**src/rtl/rtc_time_loader.sv**
```systemverilog
// rtc_time_loader: turns one complete target time into the rtc_clock command
// sequence STOP, SET_H, SET_M, SET_S, SET_MS and an optional START. It can
// also issue a single CLEAR. Every command is a one-cycle strobe followed by
// CMD_GAP idle cycles.
module rtc_time_loader #(
    parameter int CMD_GAP = 15
) (
    input  logic       clk_i,
    input  logic       srst_i,
    input  logic       load_valid_i,
    output logic       load_ready_o,
    input  logic       load_start_i,
    input  logic [4:0] load_hours_i,
    input  logic [5:0] load_minutes_i,
    input  logic [5:0] load_seconds_i,
    input  logic [9:0] load_ms_i,
    input  logic       clear_i,
    output logic [2:0] cmd_type_o,
    output logic [9:0] cmd_data_o,
    output logic       cmd_valid_o,
    output logic       done_o,
    output logic       err_o
);

    localparam int CNT_W = (CMD_GAP > 0) ? $clog2(CMD_GAP + 1) : 1;
    // The counter is loaded on the cycle after the command, so the GAP
    // state lasts CMD_GAP cycles when it starts from CMD_GAP-1.
    localparam logic [CNT_W-1:0] CNT_RELOAD = CNT_W'((CMD_GAP > 0) ? CMD_GAP - 1 : 0);

    localparam logic [2:0] CMD_CLEAR  = 3'b000;
    localparam logic [2:0] CMD_STOP   = 3'b001;
    localparam logic [2:0] CMD_START  = 3'b010;
    localparam logic [2:0] CMD_SET_H  = 3'b111;
    localparam logic [2:0] CMD_SET_M  = 3'b110;
    localparam logic [2:0] CMD_SET_S  = 3'b101;
    localparam logic [2:0] CMD_SET_MS = 3'b100;

    typedef enum logic [1:0] {
        ST_IDLE,
        ST_CMD,
        ST_GAP
    } state_t;

    state_t           state_q;
    logic [CNT_W-1:0] cnt_q;
    logic [2:0]       step_q;      // index of the next command to issue
    logic             last_q;      // command just issued ends the sequence
    logic             start_q;
    logic [4:0]       hours_q;
    logic [5:0]       minutes_q;
    logic [5:0]       seconds_q;
    logic [9:0]       ms_q;
    logic [2:0]       cmd_type_q;
    logic [9:0]       cmd_data_q;
    logic             cmd_valid_q;
    logic             done_q;
    logic             err_q;

    logic [2:0]       next_type_d;
    logic [9:0]       next_data_d;
    logic             next_last_d;
    logic             range_ok;

    assign range_ok = (load_hours_i <= 5'd23) && (load_minutes_i <= 6'd59) &&
                      (load_seconds_i <= 6'd59) && (load_ms_i <= 10'd999);

    // Ready is withheld while a clear request is present so clear wins a tie.
    assign load_ready_o = (state_q == ST_IDLE) && !clear_i;

    assign cmd_type_o  = cmd_type_q;
    assign cmd_data_o  = cmd_data_q;
    assign cmd_valid_o = cmd_valid_q;
    assign done_o      = done_q;
    assign err_o       = err_q;

    // Decode the command that follows STOP from the step index and latched fields.
    always_comb begin
        next_type_d = CMD_START;
        next_data_d = '0;
        next_last_d = 1'b1;
        case (step_q)
            3'd1: begin
                next_type_d = CMD_SET_H;
                next_data_d = {5'd0, hours_q};
                next_last_d = 1'b0;
            end
            3'd2: begin
                next_type_d = CMD_SET_M;
                next_data_d = {4'd0, minutes_q};
                next_last_d = 1'b0;
            end
            3'd3: begin
                next_type_d = CMD_SET_S;
                next_data_d = {4'd0, seconds_q};
                next_last_d = 1'b0;
            end
            3'd4: begin
                next_type_d = CMD_SET_MS;
                next_data_d = ms_q;
                next_last_d = !start_q;
            end
            default: ;
        endcase
    end

    // Sequencer FSM with registered command, done and error outputs.
    always_ff @(posedge clk_i) begin
        if (srst_i) begin
            state_q     <= ST_IDLE;
            cnt_q       <= '0;
            step_q      <= '0;
            last_q      <= 1'b0;
            start_q     <= 1'b0;
            hours_q     <= '0;
            minutes_q   <= '0;
            seconds_q   <= '0;
            ms_q        <= '0;
            cmd_type_q  <= '0;
            cmd_data_q  <= '0;
            cmd_valid_q <= 1'b0;
            done_q      <= 1'b0;
            err_q       <= 1'b0;
        end else begin
            cmd_valid_q <= 1'b0;
            cmd_type_q  <= '0;
            cmd_data_q  <= '0;
            done_q      <= 1'b0;
            err_q       <= 1'b0;
            case (state_q)
                ST_IDLE: begin
                    if (clear_i) begin
                        state_q     <= ST_CMD;
                        cmd_valid_q <= 1'b1;
                        cmd_type_q  <= CMD_CLEAR;
                        last_q      <= 1'b1;
                    end else if (load_valid_i) begin
                        if (range_ok) begin
                            hours_q     <= load_hours_i;
                            minutes_q   <= load_minutes_i;
                            seconds_q   <= load_seconds_i;
                            ms_q        <= load_ms_i;
                            start_q     <= load_start_i;
                            step_q      <= 3'd1;
                            last_q      <= 1'b0;
                            state_q     <= ST_CMD;
                            cmd_valid_q <= 1'b1;
                            cmd_type_q  <= CMD_STOP;
                        end else begin
                            err_q <= 1'b1;
                        end
                    end
                end
                ST_CMD: begin
                    if (CMD_GAP != 0) begin
                        state_q <= ST_GAP;
                        cnt_q   <= CNT_RELOAD;
                    end else if (last_q) begin
                        state_q <= ST_IDLE;
                        done_q  <= 1'b1;
                    end else begin
                        cmd_valid_q <= 1'b1;
                        cmd_type_q  <= next_type_d;
                        cmd_data_q  <= next_data_d;
                        last_q      <= next_last_d;
                        step_q      <= step_q + 3'd1;
                    end
                end
                ST_GAP: begin
                    if (cnt_q == '0) begin
                        if (last_q) begin
                            state_q <= ST_IDLE;
                            done_q  <= 1'b1;
                        end else begin
                            state_q     <= ST_CMD;
                            cmd_valid_q <= 1'b1;
                            cmd_type_q  <= next_type_d;
                            cmd_data_q  <= next_data_d;
                            last_q      <= next_last_d;
                            step_q      <= step_q + 3'd1;
                        end
                    end else begin
                        cnt_q <= cnt_q - CNT_W'(1);
                    end
                end
                default: state_q <= ST_IDLE;
            endcase
        end
    end

endmodule

```
**config.mk**
```make
export PLATFORM = sky130hd
export DESIGN_NAME = rtc_time_loader
export DESIGN_NICKNAME = d
export VERILOG_FILES = /design/src/rtl/rtc_time_loader.sv
export SDC_FILE = /design/constraint.sdc
export NUM_CORES = 1
export LEC_CHECK = 0
export CAP_MARGIN = 30
export CORE_MARGIN = 10
export CORE_UTILIZATION = 25
export DETAILED_ROUTE_END_ITERATION = 8
export PLACE_DENSITY = 0.47
export SYNTH_ARGS = -nofsm -noshare
export SYNTH_HDL_FRONTEND = slang
export SYNTH_SLANG_ARGS = --single-unit
```
**constraint.sdc**
```tcl
create_clock -name clk_i -period 4.5 [get_ports clk_i]
set_clock_uncertainty 0.2 [all_clocks]
set_input_delay 0.675 -clock clk_i [delete_from_list [all_inputs] [get_ports clk_i]]
set_output_delay 0.675 -clock clk_i [all_outputs]
set_load 0.03 [all_outputs]
```
==> results.json, run 1 <==
{
  "status": "completed",
  "cts_setup_buffers": 0,
  "drc": 0,
  "ios": 49,
  "grt_pass1_vias": 2013,
  "routed_wl_um": 6357,
  "relSlewSlack": 0.4599,
  "cts.htree.levels": 2,
  "hold_path_depth": 1,
  "ys_types": 42,
  "r2r_slack_ps": 2050,
  "ys_seq_area_frac": 0.4324,
  "ir_worst_vdd_mv": 0.1688,
  "synth-async-reset-ratio": 0,
  "grtUsageTotal": 0.08901,
  "synth.area.top_cells": "dfxtp_1, nand2b_1, mux2i_1, ha_1, a22o_1",
  "met2_usage": 0.1341,
  "die-area_um2": 14400,
  "drv_cap": 0,
  "cts-root-buf": "clkbuf_8",
  "worst-path-max-fanout": 3,
  "coreArea_um2": 9774,
  "layout_min_cycle_time_ps": 3004,
  "p_int_mw": 0.7915,
  "area_delta_synth_final_pct": 28.68,
  "crit_buf_inv": 2,
  "crit_start": "clear_i",
  "slowest_stage": "clkdlybuf4s50_1",
  "hold_buffers": 0,
  "power.density_nw_per_um2": 339.1,
  "crit_top_cell": "clkdlybuf4s50_1",
  "clk_pin_slew_ps": 110,
  "numCtsBuffers": 5,
  "power_frac_clock": 0.322,
  "avgSynthCellArea_um2": 9.469,
  "ys.flop_type": "dfxtp_1",
  "drt_iter0_markers": 102,
  "wl_per_cell_um": 14.48,
  "crit_path_cell_trace": "clkdlybuf4s50_1 -> nor3_1 -> clkdlybuf4s50_1",
  "r2r.worst_path.cells": 5,
  "rsz0062_at_grt": "false",
  "sequentialPowerShare": 0.494,
  "grt_first_pass_wirelength_um": 10470,
  "rows": 36,
  "crit_arrival_ps": 2130,
  "worst_path_dominant_cell_family": "buffers and inverters",
  "critical_path_class": "input pin to output pin",
  "grt_overflow_total": 0,
  "synth.most_common_cell": "nand2b_1",
  "hold_violations": 0,
  "end_kind": "output pin",
  "synth_area_leader_cell": "dfxtp_1",
  "gr-max-usage-layer": "met2",
  "p_sw_frac": 0.2744,
  "hold_path.startpoint": "ms_q[6]",
  "clock_sinks": 54,
  "grt_antenna_before_repair": 0,
  "vias": 1926,
  "pwr-share-comb": 0.184,
  "die_w_um": 120.0,
  "ant_nets": 0,
  "drv_slew": 0,
  "fin_nets": 343,
  "dp_slack_ps": 1507,
  "r2r-start": "state_q[0]",
  "yosys_warnings": 0,
  "max_freq_mhz": 332.9,
  "synthesis.area_um2": 2500,
  "grt_start_max_net_pins": 45,
  "p_sw_mw": 0.2993,
  "globalRouteMet3Util": 0.02579,
  "cts_tree": "done",
  "synth-edff-count": 0,
  "tightest_slew_ps": 808.4,
  "start_util": 0.2558,
  "ys_seq_elements": 54,
  "synth.net_count": 302,
  "dp_cells": 431,
  "startpoint_type": "input pin",
  "place_hpwl_um": 4721,
  "holdCritPathClass": "flip-flop to flip-flop",
  "max_stage_delay_ps": 750,
  "drive_above_1_share": 0.06536,
  "worstSetupPathDepth": 3,
  "use_met1": 0.1206,
  "place.gp.congestion": 0.7255,
  "setup_viol": 0,
  "worst_slack_ps": 1496,
  "power.leakage_nw": 1.124,
  "io_buffers": 48,
  "post_drt_via_cell_ratio": 4.387,
  "die_h_um": 120.0,
  "diodes": 0,
  "clkLatencyLatePin_ps": 310,
  "cp.required_ps": 3620,
  "synthesis.instances": 264,
  "synth_top_cell_area_share": 0.4324,
  "synthTopCellsByCount": "nand2b_1, dfxtp_1, mux2i_1",
  "min_period_over_period": 0.6676,
  "fin_cells": 439,
  "drt_pass1_iterations": 4,
  "cts_max_path_buffers": 2,
  "final.setup.tns_ps": 0,
  "cts_resized": 0
}
==> worst register-to-register path: stages, from the launching register on <==
cell and delay (ps):
dfxtp_1 470, nor3_1 380, nand2_1 170, nor3_4 580
buf_4 370, mux2i_1 210
==> routing by layer <==
layer,share of wire,vias up
met5,0,-
met4,0.012,0
met3,0.054,7
met2,0.43,34
met1,0.51,893
li1,-,992
==> area by class of cell <==
class / instances / area, um2
Tap cell: 133 / 166.4
Multi-Input combinational cell: 183 / 1313
Sequential cell: 54 / 1081
Inverter: 10 / 37.54
Clock buffer: 6 / 82.58
Fill cell: 1061 / 6558
Clock inverter: 2 / 38.79
Timing Repair Buffer: 51 / 498.0
==> path summary, 6_finish.rpt <==
check,endpoint
max,load_ready_o
min,cmd_data_o[6]
max reg2reg,minutes_q[3]
min reg2reg,cmd_data_o[6]
==> kinds of logic (layout without fill, tap and decap cells) <==
kind of cell | after synthesis | in the layout | synth area share
flip-flops | 54 | 54 | 0.4324
multiplexers | 29 | 29 | 0.1161
AND/OR/NAND/NOR | 112 | 112 | 0.2673
buffers and inverters | 27 | 69 | 0.04504
adder cells (fa/ha/maj) | 6 | 6 | 0.03003
AO/OA/AOI/OAI | 36 | 36 | 0.1091
==> per-stage QoR <==
stage / area (um2) / total power, mW / utilization / hold slack [ps]
after CTS: 3217 / 1.106 / 0.3291 / 270.6
final: 3217 / 1.091 / 0.3291 / 265.7
after floorplan: 2500 / 0.6763 / - / 230.9
after global placement: 3095 / 0.7507 / 0.3167 / 243.6
after detailed placement: 3095 / 0.7525 / 0.3167 / 245.0
after global routing: 3217 / 1.152 / 0.3291 / 290.5
==> state kept, by name, indices dropped and copies added, names as in the netlist <==
name	flops
minutes_q	6
seconds_q	6
cmd_data_o	10
ms_q	10
hours_q	5
cnt_q	4
last_q	1
state_q	2
cmd_type_o	3
step_q	3
done_o	1
cmd_valid_o	1
start_q	1
err_o	1
==> power groups by stage <==
stage	Combinational (mW)	Sequential, mW	Clock [mW]
2_1_floorplan	0.135	0.541	0
3_3_place_gp	0.201	0.550	0
3_5_place_dp	0.202	0.550	0
4_1_cts	0.204	0.539	0.364
5_1_grt	0.224	0.545	0.384
6_report	0.201	0.538	0.352
==> cell usage in the layout (no fill, tap or decap), drive strengths merged, types with 3 or more instances in the layout <==
| cell type | n |
|---|---|
| o21ai | 4 |
| nand2 | 5 |
| nor2 | 17 |
| nand2b | 59 |
| a222oi | 5 |
| buf | 4 |
| and2 | 5 |
| inv | 10 |
| mux2i | 29 |
| clkdlybuf4s50 | 47 |
| nor3 | 9 |
| clkbuf | 6 |
| dfxtp | 54 |
| a21oi | 7 |
| ha | 6 |
| or3 | 4 |
| nand4 | 3 |
| a22o | 6 |
(Power assumes the default switching activity.)
==> inputs of run 2 (changes only) <==
- clock period: 4.5 -> 2.88 ns (I/O delays scaled with it)
==> run 2 against run 1 <==
Compared with the run above: critical path depth down 1; critical endpoint unchanged; via count down 0.52%; register-to-register slack worse by 1600 ps; largest power group unchanged; final cell count up 0.23%; non-clock buffer count up 1; count of clock-buffer cells in the layout unchanged; worst hold slack about the same; largest cell class unchanged; sequential share of layout area about the same; global-route usage down 0.27 points; cell area about the same; core utilization about the same.
==> results.json, run 2 (same netlist as run 1, synthesis figures left out) <==
{
  "status": "completed",
  "startpoint_type": "flip-flop",
  "power_frac_clock": 0.285,
  "io_buffers": 48,
  "grt_start_max_net_pins": 60,
  "r2r.worst_path.cells": 6,
  "cts_max_path_buffers": 2,
  "die_w_um": 120.0,
  "hold_path.startpoint": "ms_q[9]",
  "hold_path_depth": 1,
  "worst-path-max-fanout": 16,
  "fin_cells": 440,
  "cts_tree": "done",
  "drc": 0,
  "power.leakage_nw": 1.122,
  "place.gp.congestion": 0.7373,
  "crit_arrival_ps": 1940,
  "max_freq_mhz": 388.6,
  "p_sw_frac": 0.2887,
  "die_h_um": 120.0,
  "mostFrequentLayoutCells": "nand2b_1, dfxtp_1, clkdlybuf4s50_1",
  "hold_violations": 0,
  "diodes": 0,
  "wl_per_cell_um": 14.30,
  "coreArea_um2": 9774,
  "final.setup.tns_ps": 0,
  "start_util": 0.2558,
  "ant_nets": 0,
  "numCtsBuffers": 5,
  "r2r-start": "cnt_q[0]",
  "drv_slew": 0,
  "layout_commonest_cell": "nand2b_1",
  "drv_cap": 0,
  "area_delta_synth_final_pct": 28.63,
  "hold_buffers": 0,
  "cts_resized": 0,
  "setup_viol": 0,
  "clock_sinks": 54,
  "drt_iter0_markers": 118,
  "drive_above_1_share": 0.06840,
  "clkLatencyLatePin_ps": 310,
  "critical_path_class": "flip-flop to output pin",
  "grt_antenna_before_repair": 0,
  "end_kind": "output pin",
  "vias": 1916,
  "die-area_um2": 14400,
  "min_to": "cmd_data_o[9]",
  "grt_first_pass_wirelength_um": 10120,
  "tightest_slew_ps": 912.2,
  "ios": 49,
  "cts_setup_buffers": 0,
  "power.density_nw_per_um2": 503.8,
  "cts.htree.levels": 2,
  "grt_pass1_vias": 1981,
  "ir_worst_vdd_mv": 0.2552,
  "p_int_mw": 1.152,
  "rows": 36,
  "fin_nets": 344,
  "relSlewSlack": 0.3905,
  "cts-root-buf": "clkbuf_8",
  "place_hpwl_um": 4663,
  "grt_overflow_total": 0,
  "rsz0062_at_grt": "false",
  "min_period_over_period": 0.8935,
  "r2r_slack_ps": 470,
  "sequentialPowerShare": 0.519,
  "grtUsageTotal": 0.08628,
  "clk_pin_slew_ps": 100,
  "cp.required_ps": 2250,
  "routed_wl_um": 6292,
  "p_sw_mw": 0.4677,
  "dp_cells": 432,
  "holdCritPathClass": "flip-flop to flip-flop",
  "drt_pass1_iterations": 4,
  "timing.rr.end": "cmd_data_o[7]",
  "pwr-share-comb": 0.197,
  "layout_min_cycle_time_ps": 2573,
  "post_drt_via_cell_ratio": 4.355
}
## run 2: cell count changes in the layout (fill, tap and decap cells not counted)
| cell | delta |
|---|---|
| buf_12 | +1 |
| bufinv_16 | -1 |
| clkinv_4 | +2 |
| inv_6 | -1 |
## run 2: routing by layer
metal,global-route usage,vias up,part of all wire
met3,0.02532,11,0.055
met2,0.1334,48,0.45
met5,0,-,0
met1,0.1109,861,0.48
li1,-,996,-
met4,0.03243,0,0.019
## run 2: worst max-delay path by stage
stage / from / cells past startpoint / endpoint
global placement: clear_i / 3 / load_ready_o
global route: state_q[0] / 2 / load_ready_o
floorplan: clear_i / 5 / hours_q[4]
finish: state_q[0] / 2 / load_ready_o
CTS: state_q[0] / 2 / load_ready_o
detailed placement: clear_i / 3 / load_ready_o
## run 2: per-stage QoR
step / power (mW) / setup slack, ps / util / hold WS, ps / instance area (um2)
final: 1.620 / 306.6 / 0.3290 / 265.5 / 3216
after global routing: 1.714 / 221.2 / 0.3290 / 300.0 / 3216
after CTS: 1.654 / 278.4 / 0.3290 / 274.2 / 3216
after detailed placement: 1.180 / 329.1 / 0.3187 / 249.7 / 3115
after global placement: 1.176 / 331.4 / 0.3187 / 243.8 / 3115
after floorplan: 1.057 / 395.2 / - / 230.9 / 2500
## run 2: worst max-delay path, cell delays in order, from the launching register on
cell and delay, ps:
dfxtp_1 460, nor3_1 420, clkdlybuf4s50_1 750
## run 2: final cells by class
cell class / count / area (um2)
multi-input combinational: 183 / 1313
inverter: 10 / 37.54
fill: 1038 / 6559
clock buffer: 6 / 82.58
clock inverter: 2 / 17.52
sequential: 54 / 1081
tap: 133 / 166.4
timing repair buffer: 52 / 518.0
## run 2: power by group through the flow
stage | combinational, mW | sequential [mW] | clock [mW]
after floorplan | 0.211 | 0.845 | 0
after global placement | 0.317 | 0.859 | 0
after detailed placement | 0.322 | 0.859 | 0
after CTS | 0.324 | 0.841 | 0.489
after global routing | 0.355 | 0.849 | 0.510
final | 0.319 | 0.840 | 0.461
